`src/rtl/alu_src_pkg.sv`:
```
// Operand-mode encodings and the per-mode register-use table for the ID/EX operand stage.
package alu_src_pkg;

    localparam logic [2:0] SRC_R    = 3'd0;
    localparam logic [2:0] SRC_ZIMM = 3'd1;
    localparam logic [2:0] SRC_SIMM = 3'd2;
    localparam logic [2:0] SRC_SHV  = 3'd3;
    localparam logic [2:0] SRC_SHI  = 3'd4;
    localparam logic [2:0] SRC_LUI  = 3'd5;

    // Bit m set when mode m reads the operand; illegal modes 6/7 read nothing.
    localparam logic [7:0] RS_USE_MAP = 8'b0000_1111;
    localparam logic [7:0] RT_USE_MAP = 8'b0001_1001;

    function automatic logic uses_rs(input logic [2:0] mode);
        return RS_USE_MAP[mode];
    endfunction

    function automatic logic uses_rt(input logic [2:0] mode);
        return RT_USE_MAP[mode];
    endfunction

endpackage

```
`src/rtl/alu_fwd_select.sv`:
```
// Priority forwarding match for one source operand: lowest-index valid matching source wins.
module alu_fwd_select #(
    parameter int unsigned XLEN    = 32,
    parameter int unsigned RA_W    = 5,
    parameter int unsigned NUM_FWD = 2
) (
    input  logic [RA_W-1:0]         addr,
    input  logic [XLEN-1:0]         reg_val,
    input  logic [NUM_FWD-1:0]      fwd_valid,
    input  logic [NUM_FWD-1:0]      fwd_pending,
    input  logic [NUM_FWD*RA_W-1:0] fwd_addr,
    input  logic [NUM_FWD*XLEN-1:0] fwd_data,
    output logic [XLEN-1:0]         value,
    output logic                    hit,
    output logic                    pending
);

    always_comb begin
        value   = reg_val;
        hit     = 1'b0;
        pending = 1'b0;
        // Register 0 is hard-wired, so it never takes a forwarded value.
        for (int unsigned i = 0; i < NUM_FWD; i++) begin
            if (!hit && (addr != '0) && fwd_valid[i] &&
                (fwd_addr[i*RA_W +: RA_W] == addr)) begin
                hit     = 1'b1;
                value   = fwd_data[i*XLEN +: XLEN];
                pending = fwd_pending[i];
            end
        end
    end

endmodule

```
`src/rtl/alu_operand_stage.sv`:
```
// ID/EX operand stage: forwarding, ALU operand selection and a valid/ready output slot
// with load-use hazard stalling and a saturating stall counter.
module alu_operand_stage
    import alu_src_pkg::*;
#(
    parameter int unsigned XLEN    = 32,
    parameter int unsigned IMM_W   = 16,
    parameter int unsigned RA_W    = 5,
    parameter int unsigned SH_W    = $clog2(XLEN),
    parameter int unsigned NUM_FWD = 2,
    parameter int unsigned CNT_W   = 16
) (
    input  logic                    clk,
    input  logic                    rst_n,
    input  logic                    flush,
    input  logic                    in_valid,
    output logic                    in_ready,
    input  logic [2:0]              src_ctrl,
    input  logic [RA_W-1:0]         rs_addr,
    input  logic [RA_W-1:0]         rt_addr,
    input  logic [XLEN-1:0]         reg_A,
    input  logic [XLEN-1:0]         reg_B,
    input  logic [SH_W-1:0]         shamt,
    input  logic [IMM_W-1:0]        imm,
    input  logic [NUM_FWD-1:0]      fwd_valid,
    input  logic [NUM_FWD-1:0]      fwd_pending,
    input  logic [NUM_FWD*RA_W-1:0] fwd_addr,
    input  logic [NUM_FWD*XLEN-1:0] fwd_data,
    output logic                    out_valid,
    input  logic                    out_ready,
    output logic [XLEN-1:0]         out_A,
    output logic [XLEN-1:0]         out_B,
    output logic                    bad_ctrl,
    output logic [CNT_W-1:0]        stall_cnt
);

    logic [XLEN-1:0] rs_val, rt_val, nxt_A, nxt_B, imm_zext, imm_sext;
    logic            rs_hit, rt_hit, rs_pend, rt_pend;
    logic            nxt_bad, hazard, load;

    alu_fwd_select #(.XLEN(XLEN), .RA_W(RA_W), .NUM_FWD(NUM_FWD)) u_fwd_rs (
        .addr(rs_addr), .reg_val(reg_A), .fwd_valid(fwd_valid), .fwd_pending(fwd_pending),
        .fwd_addr(fwd_addr), .fwd_data(fwd_data), .value(rs_val), .hit(rs_hit), .pending(rs_pend)
    );

    alu_fwd_select #(.XLEN(XLEN), .RA_W(RA_W), .NUM_FWD(NUM_FWD)) u_fwd_rt (
        .addr(rt_addr), .reg_val(reg_B), .fwd_valid(fwd_valid), .fwd_pending(fwd_pending),
        .fwd_addr(fwd_addr), .fwd_data(fwd_data), .value(rt_val), .hit(rt_hit), .pending(rt_pend)
    );

    assign imm_zext = XLEN'(imm);
    assign imm_sext = XLEN'($signed(imm));

    always_comb begin
        nxt_A   = '0;
        nxt_B   = '0;
        nxt_bad = 1'b0;
        case (src_ctrl)
            SRC_R:    begin nxt_A = rs_val; nxt_B = rt_val;   end
            SRC_ZIMM: begin nxt_A = rs_val; nxt_B = imm_zext; end
            SRC_SIMM: begin nxt_A = rs_val; nxt_B = imm_sext; end
            SRC_SHV:  begin nxt_A = rt_val; nxt_B = XLEN'(rs_val[SH_W-1:0]); end
            SRC_SHI:  begin nxt_A = rt_val; nxt_B = XLEN'(shamt); end
            SRC_LUI:  begin nxt_A = '0;     nxt_B = imm_zext << (XLEN - IMM_W); end
            default:  begin nxt_A = '1;     nxt_B = '1; nxt_bad = 1'b1; end
        endcase
    end

    // A pending source only stalls when it is the winning match for an operand the mode reads.
    assign hazard   = in_valid & ((uses_rs(src_ctrl) & rs_hit & rs_pend) |
                                  (uses_rt(src_ctrl) & rt_hit & rt_pend));
    assign in_ready = ~hazard & (~out_valid | out_ready);
    assign load     = in_valid & in_ready;

    always_ff @(posedge clk) begin
        if (!rst_n) begin
            out_valid <= 1'b0;
            out_A     <= '0;
            out_B     <= '0;
            bad_ctrl  <= 1'b0;
            stall_cnt <= '0;
        end else begin
            if (flush) begin
                out_valid <= 1'b0;
            end else if (load) begin
                out_valid <= 1'b1;
                out_A     <= nxt_A;
                out_B     <= nxt_B;
                bad_ctrl  <= nxt_bad;
            end else if (out_ready) begin
                out_valid <= 1'b0;
            end
            if (hazard && !flush && (stall_cnt != '1)) begin
                stall_cnt <= stall_cnt + 1'b1;
            end
        end
    end

endmodule

```
`config.mk`:
```
export PLATFORM = sky130hd
export DESIGN_NAME = alu_operand_stage
export DESIGN_NICKNAME = d
export VERILOG_FILES = /design/src/rtl/alu_src_pkg.sv /design/src/rtl/alu_fwd_select.sv /design/src/rtl/alu_operand_stage.sv
export SDC_FILE = /design/constraint.sdc
export NUM_CORES = 1
export LEC_CHECK = 0
export ABC_AREA = 1
export BUFFER_PORTS_ARGS = -buffer_cell sky130_fd_sc_hd__buf_2
export CAP_MARGIN = 20
export CORE_UTILIZATION = 41
export DETAILED_ROUTE_END_ITERATION = 16
export HOLD_SLACK_MARGIN = 0.03
export PLACE_DENSITY_LB_ADDON = 0.12
export SYNTH_ARGS = -nofsm -noshare
export SYNTH_HDL_FRONTEND = slang
export SYNTH_HIERARCHICAL = 1
export SYNTH_SLANG_ARGS = --single-unit
```
`constraint.sdc`:
```
create_clock -name clk -period 2.4 [get_ports clk]
set_input_delay 0.24 -clock clk [delete_from_list [all_inputs] [get_ports clk]]
set_output_delay 0.24 -clock clk [all_outputs]
set_load 0.01 [all_outputs]
```
== Word-level counts from Yosys, hierarchy flattened ==
Memory sizes are Yosys's and may differ from the RTL's.
Cells that the tools add are included.

* Bits in read-only memories: 16
* Output and inout port bits: 83
* Register bits after elaboration: 82
* Bits of input ports: 181
* Memories kept: 2
* Memory bits (writable): 0
* Word-level logic and storage cells: 75
* Bits in latches: 0

{| class="wikitable"
|+ Memories
! memory !! depth !! width !! rd ports !! clocked after Yosys merged registers in !! wr ports !! line !! RTL
|-
| (no name shown) || 8 || 1 || 1 || 0 || 0 || alu_src_pkg.sv:20 || <nowiki>return RT_USE_MAP[mode];</nowiki>
|-
| (no name shown) || 8 || 1 || 1 || 0 || 0 || alu_src_pkg.sv:16 || <nowiki>return RS_USE_MAP[mode];</nowiki>
|}

* Multiplexer cells: 19
* Shifts and indexed selects: 0
* Magnitude comparators: 1
* Bitwise gates (word level): 13
* Reductions and logical operators: 24
* Divide/modulo/power cells: 0
* Eq/ne operators: 10
* $add $sub $neg: 1
* Multiply operators: 0

{| class="wikitable"
|+ Operators by type and width
! kind !! count
|-
| one-hot mux 32 bit (6 select lines) || 1
|-
| 2-to-1 mux 32 bit || 4
|-
| one-hot mux 32 bit (3 select lines) || 1
|-
| equality test 5 bit || 4
|-
| adder 16 x 1 -> 16 bit, second input constant || 1
|-
| != test 16 bit, second input constant || 1
|-
| 2-to-1 mux 1 bit || 13
|-
| logical AND 1 bit || 12
|-
| nonzero test 5 bit || 2
|-
| bitwise AND 1 bit || 7
|-
| equality test 3 x 2 -> 1 bit, second input constant || 2
|-
| equality test 3 bit, second input constant || 2
|-
| OR reduction 6 bit || 1
|-
| less-than comparator 3 x 4 -> 1 bit, second input constant || 1
|-
| inverter 1 bit || 4
|-
| OR reduction 2 bit || 2
|-
| equality test 3 x 1 -> 1 bit, second input constant || 1
|-
| zero test 1 bit || 3
|-
| zero test 3 bit || 1
|-
| OR reduction 3 bit || 1
|-
| bitwise OR 1 bit || 2
|-
| AND reduction 2 bit || 1
|-
| nonzero test 2 bit || 1
|}

== Depth between registers and ports, before layout ==
* Word-level depth: 17
* Mapped depth: 22
* Mapped depth without buffers: 20

== By module ==
The synthesis kept the hierarchy.

{| class="wikitable"
|+ Modules (own cells, without submodules)
! module !! area an instance (sq um) !! cells an instance !! instances
|-
| alu_operand_stage || 4460.5 || 696 || 1
|-
| alu_fwd_select || 1281.2 || 275 || 2
|}

== Worst setup path before layout ==
OpenSTA, ideal clock, no wires.

* Path type: input-to-reg
* From: input port rt_addr[3]
* To: register out_A[10]
* Library setup time: 0.113 ns
* Data required time: 2.287 ns
* Buffers on the path: 3
* Path slack: 0.383 ns
* Cell stages on the path: 21
* Data arrival time: 1.905 ns
* Cells stage by stage: inv_2 -> nor2_1 -> nor2_1 -> nand2_2 -> nor2_4 -> nand2_4 -> nand2_4 -> inv_2 -> buf_6 -> nand2_1 -> nand2_1 -> nand2_1 -> inv_1 -> nand3_2 -> nand4_2 -> nor2_4 -> buf_6 -> buf_6 -> nand2_1 -> nand2_1 -> nor2_1

{| class="wikitable"
|+ RTL lines
! element !! line !! RTL
|-
| start, declared || alu_operand_stage.sv:20 || <nowiki>input logic [RA_W-1:0] rt_addr,</nowiki>
|-
| nonzero test 5 bit || alu_fwd_select.sv:24 || <nowiki>if (!hit && (addr != '0) && fwd_valid[i] &&</nowiki>
|-
| logical AND 1 bit (2 in a row) || alu_fwd_select.sv:24 ||
|-
| 2-to-1 mux 1 bit || alu_fwd_select.sv:24 ||
|-
| zero test 1 bit || alu_fwd_select.sv:24 ||
|-
| logical AND 1 bit (3 in a row) || alu_fwd_select.sv:24 ||
|-
| 2-to-1 mux 1 bit (*) || alu_fwd_select.sv:24 ||
|-
| named net rt_pend || alu_operand_stage.sv:38 || <nowiki>logic rs_hit, rt_hit, rs_pend, rt_pend;</nowiki>
|-
| bitwise AND 1 bit (*) || alu_operand_stage.sv:71 || <nowiki>(uses_rt(src_ctrl) & rt_hit & rt_pend));</nowiki>
|-
| bitwise OR 1 bit (*) || alu_operand_stage.sv:70 || <nowiki>assign hazard = in_valid & ((uses_rs(src_ctrl) & rs_hit & rs_pend) |</nowiki>
|-
| bitwise AND 1 bit (*) || alu_operand_stage.sv:70 ||
|-
| inverter 1 bit (*) || alu_operand_stage.sv:72 || <nowiki>assign in_ready = ~hazard & (~out_valid | out_ready);</nowiki>
|-
| bitwise AND 1 bit (*) || alu_operand_stage.sv:72 ||
|-
| bitwise AND 1 bit (*) || alu_operand_stage.sv:73 || <nowiki>assign load = in_valid & in_ready;</nowiki>
|-
| AND reduction 2 bit (no line) (*) || -- ||
|-
| end signal, assigned || alu_operand_stage.sv:87 || <nowiki>out_A <= nxt_A;</nowiki>
|-
| end, declared || alu_operand_stage.sv:31 || <nowiki>output logic [XLEN-1:0] out_A,</nowiki>
|}

The timed path passes the listed nets; every way through them passes the cells marked *.
A chain may end at the register's enable or synchronous reset.

== Final worst setup path ==
* From: input port rs_addr[3]
* To: output port in_ready

{| class="wikitable"
|+ RTL lines
! element !! line !! RTL
|-
| start, declared || alu_operand_stage.sv:19 || <nowiki>input logic [RA_W-1:0] rs_addr,</nowiki>
|-
| nonzero test 5 bit || alu_fwd_select.sv:24 ||
|-
| logical AND 1 bit (2 in a row) || alu_fwd_select.sv:24 ||
|-
| 2-to-1 mux 1 bit || alu_fwd_select.sv:24 ||
|-
| zero test 1 bit || alu_fwd_select.sv:24 ||
|-
| logical AND 1 bit (3 in a row) || alu_fwd_select.sv:24 ||
|-
| 2-to-1 mux 1 bit (*) || alu_fwd_select.sv:24 ||
|-
| named net rs_pend || alu_operand_stage.sv:38 ||
|-
| bitwise AND 1 bit (*) || alu_operand_stage.sv:70 ||
|-
| bitwise OR 1 bit (*) || alu_operand_stage.sv:70 ||
|-
| bitwise AND 1 bit (*) || alu_operand_stage.sv:70 ||
|-
| inverter 1 bit (*) || alu_operand_stage.sv:72 ||
|-
| bitwise AND 1 bit (*) || alu_operand_stage.sv:72 ||
|-
| end, declared || alu_operand_stage.sv:17 || <nowiki>output logic in_ready,</nowiki>
|}

Marked as above.

==> results.cfg <==
[run_status]
outcome = finished, final reports clean

[power]
power.density_cell_area_mw_per_mm2 = 465.5
static-leakage-power_uw = 0.005057
peakVddDrop_uv = 328.5

[timing]
max_slew.worst_pin.slew_ns = 0.6617
final.setup_skew_ns = 0.005669
period_needed_ns = 2.008
timing_max_transition_violations_final = 0
max_clock_freq_mhz = 498.1
whs_ns = 0.1865
min_period_over_period_pct = 83.65
unrepaired_setup_endpoints_after_global_routing = no
setup_tns_ns = 0
max-slew-margin-rel_pct = 55.77
timing.final.hold_violations = 0
setup_viol = 0

[routing]
wl_per_cell_um = 14.54
number_of_vias_per_cell = 4.963
drt_iter0_markers = 636
drtPass1Iterations = 5
finalWirelength_mm = 24.97
vias = 8527
drcViolationCount = 0
antenna_violating_nets_post_route = 0

[placement]
place.detailed.hpwl_mm = 19.94
numPortBuffers = 263
gpl.final_weighted_congestion = 0.9136

[worst_setup_path]
timing.critical_path.fanout_max = 8
critical_path.cell_chain = buf_2, inv_2, nor2_1, nor2_1, nand2_2, nor2_4, nand2_4, nand2_4, inv_2, nand2_1, nand2_1, nand3_1, nand2_2, a21boi_0, buf_2
path_class = input port to primary output
crit_path_end_kind = primary output
worst_ep_arrival_time_ns = 1.77
start_kind = input port
worstPathRequired_ns = 2.16
crit_path_max_incr_delay_ns = 0.17
worst_path_max_delay_cell = a21boi_0

[cts]
cts_root_buf = clkbuf_16
clock_insertion_delay_worst_skew_ns = 0.34
cts_buffers = 9
path_clk_slew_ns = 0.06
cts_hold_buf = 0
max-clock-path-buffers = 2
htree_levels = 3
postCtsResizedCells = 0
clock_tree_from_tritoncts = yes
clkSinkCount = 82
postCtsSetupBuffers = 0

[grt]
grt-ovfl-total = 0
first_global_vias = 8124
pin_count_of_the_biggest_net_entering_global_routing = 71
global_route.usage.total_pct = 28.57
first_pass_grt_wire_length_mm = 40.18
grt_antenna_before_repair = 5

[cells_and_area]
drive_gt1_share_pct = 24.30
fillCellCount = 1793
layout-area-overhead-vs-synth_pct = 26.65
register_area_mm2 = 0.001642
multi_input_gate_area_mm2 = 0.004467
nets = 1675

[floorplanning]
die_width_um = 132.9
num_io_pins = 264
std_cell_rows = 47
effective_utilization_at_floorplan_pct = 42.20
die_height_um = 132.9
die_area_mm2 = 0.01766
fp.coreArea_mm2 = 0.01664

[logic_synthesis]
ys_ff_latch = 82
synth_cells = 1246
synth_top_area_cell = nand2_1
syn_nets = 1432
netlist-cell-type-count = 30
ys_top_cells_by_area = nand2_1 (24%), dfxtp_1 (23%), nor2_1 (9.5%), o21ai_0 (8.2%), nand3_1 (6.8%)
postSynthAreaPerCell_um2 = 5.636
syn-cell-area_mm2 = 0.007023
yosys_warnings = 6
synth.top_cell.area_share_pct = 23.68
synth.yosys.seq_area_share_pct = 23.37

[run]
max_cap_violations = 0

[hold_path]
path_type_of_the_worst_min_delay_path = input port to register
-- layout make-up --
cell class | instances | share of cell area [%]
Multi-Input combinational cell | 967 | 50.22
Timing Repair Buffer | 301 | 18.85
Sequential cell | 82 | 18.46
Inverter | 128 | 5.430
Tap cell | 220 | 3.095
Clock buffer | 10 | 2.574
Clock inverter | 6 | 1.266
Antenna cell | 4 | 0.1125
-- power breakdown --
group / total [uW] / switching [uW] / internal, uW / leakage (uW)
clock network: 1600 / 574 / 1020 / 0.000167
registers: 1500 / 51.2 / 1440 / 0.000673
logic: 1050 / 638 / 411 / 0.00422
total: 4140 / 1260 / 2880 / 0.00506
-- per-stage QoR --
step	total power [uW]	area (um2)	utilization [%]	worst slack, ns	cells
after global routing	4357	8892	53.43	0.2385	1717
after CTS	4157	8885	53.39	0.3843	1714
after detailed placement	2566	8543	51.33	0.1400	1698
after global placement	2569	8543	51.33	0.1716	1698
after floorplan	2111	7023	-	0.3826	1246
final	4141	8895	53.45	0.3924	1718
-- Yosys cell counts (all sizes together) --
cell type / instances
nand2: 451
buf: 51
nor2: 192
a21oi: 17
dfxtp: 82
xnor2: 2
nor3: 2
a211oi: 1
clkinv: 1
a21boi: 1
xor2: 5
ha: 5
nand3: 100
clkbuf: 18
nand4: 9
o21ai: 115
a32o: 5
inv: 127
nand3b: 62
-- critical path, delay by kind of cell --
kind | cells | cell delay, ns
compound gates | 1 | 0.17
simple gates | 10 | 0.97
buf+inv | 4 | 0.38
-- sequential cells by signal (all words and copies together), names as in the netlist --
name,cells
out_A,32
out_B,32
stall_cnt,16
bad_ctrl,1
out_valid,1
-- logic make-up (layout without fill, tap and decap cells) --
group / count (synthesis) / in the layout / synth area share, %
AND/OR/NAND/NOR: 816 / 816 / 51.47
buffers and inverters: 197 / 445 / 13.06
AO/OA/AOI/OAI: 139 / 139 / 10.33
flip-flops: 82 / 82 / 23.37
XOR/XNOR: 7 / 7 / 0.8730
adder cells (fa/ha/maj): 5 / 5 / 0.8908
other: 0 / 4 / 0
-- per-layer routing --
layer	share of wire (%)	track usage, %	vias to the layer above
li1	-	-	4390
met1	43	35.61	3765
met2	47	49.36	326
met3	6.8	4.904	46
met4	3.0	9.834	0
met5	0	0	-
-- cells in the final DEF (no fill, tap or decap), drive strengths merged --
cell type  count
a211oi         1
a21boi         1
a21oi         17
a32o           5
buf          301
bufinv         3
clkbuf        10
clkinv         2
dfxtp         82
diode          4
ha             5
inv          129
nand2        451
nand3        100
nand3b        62
nand4          9
nor2         192
nor3           2
o21ai        115
xnor2          2
xor2           5
-- path summary, 6_finish.rpt --
check	depth (start not counted)	endpoint	slack [ns]	startpoint
worst max register to register	8	stall_cnt[5]	0.60	stall_cnt[0]
worst min-delay path	2	out_valid	0.19	flush
worst min register to register	2	out_A[6]	0.48	out_A[6]
worst max-delay path	15	in_ready	0.39	rs_addr[3]
No activity file was read; power rests on OpenSTA's default activity.
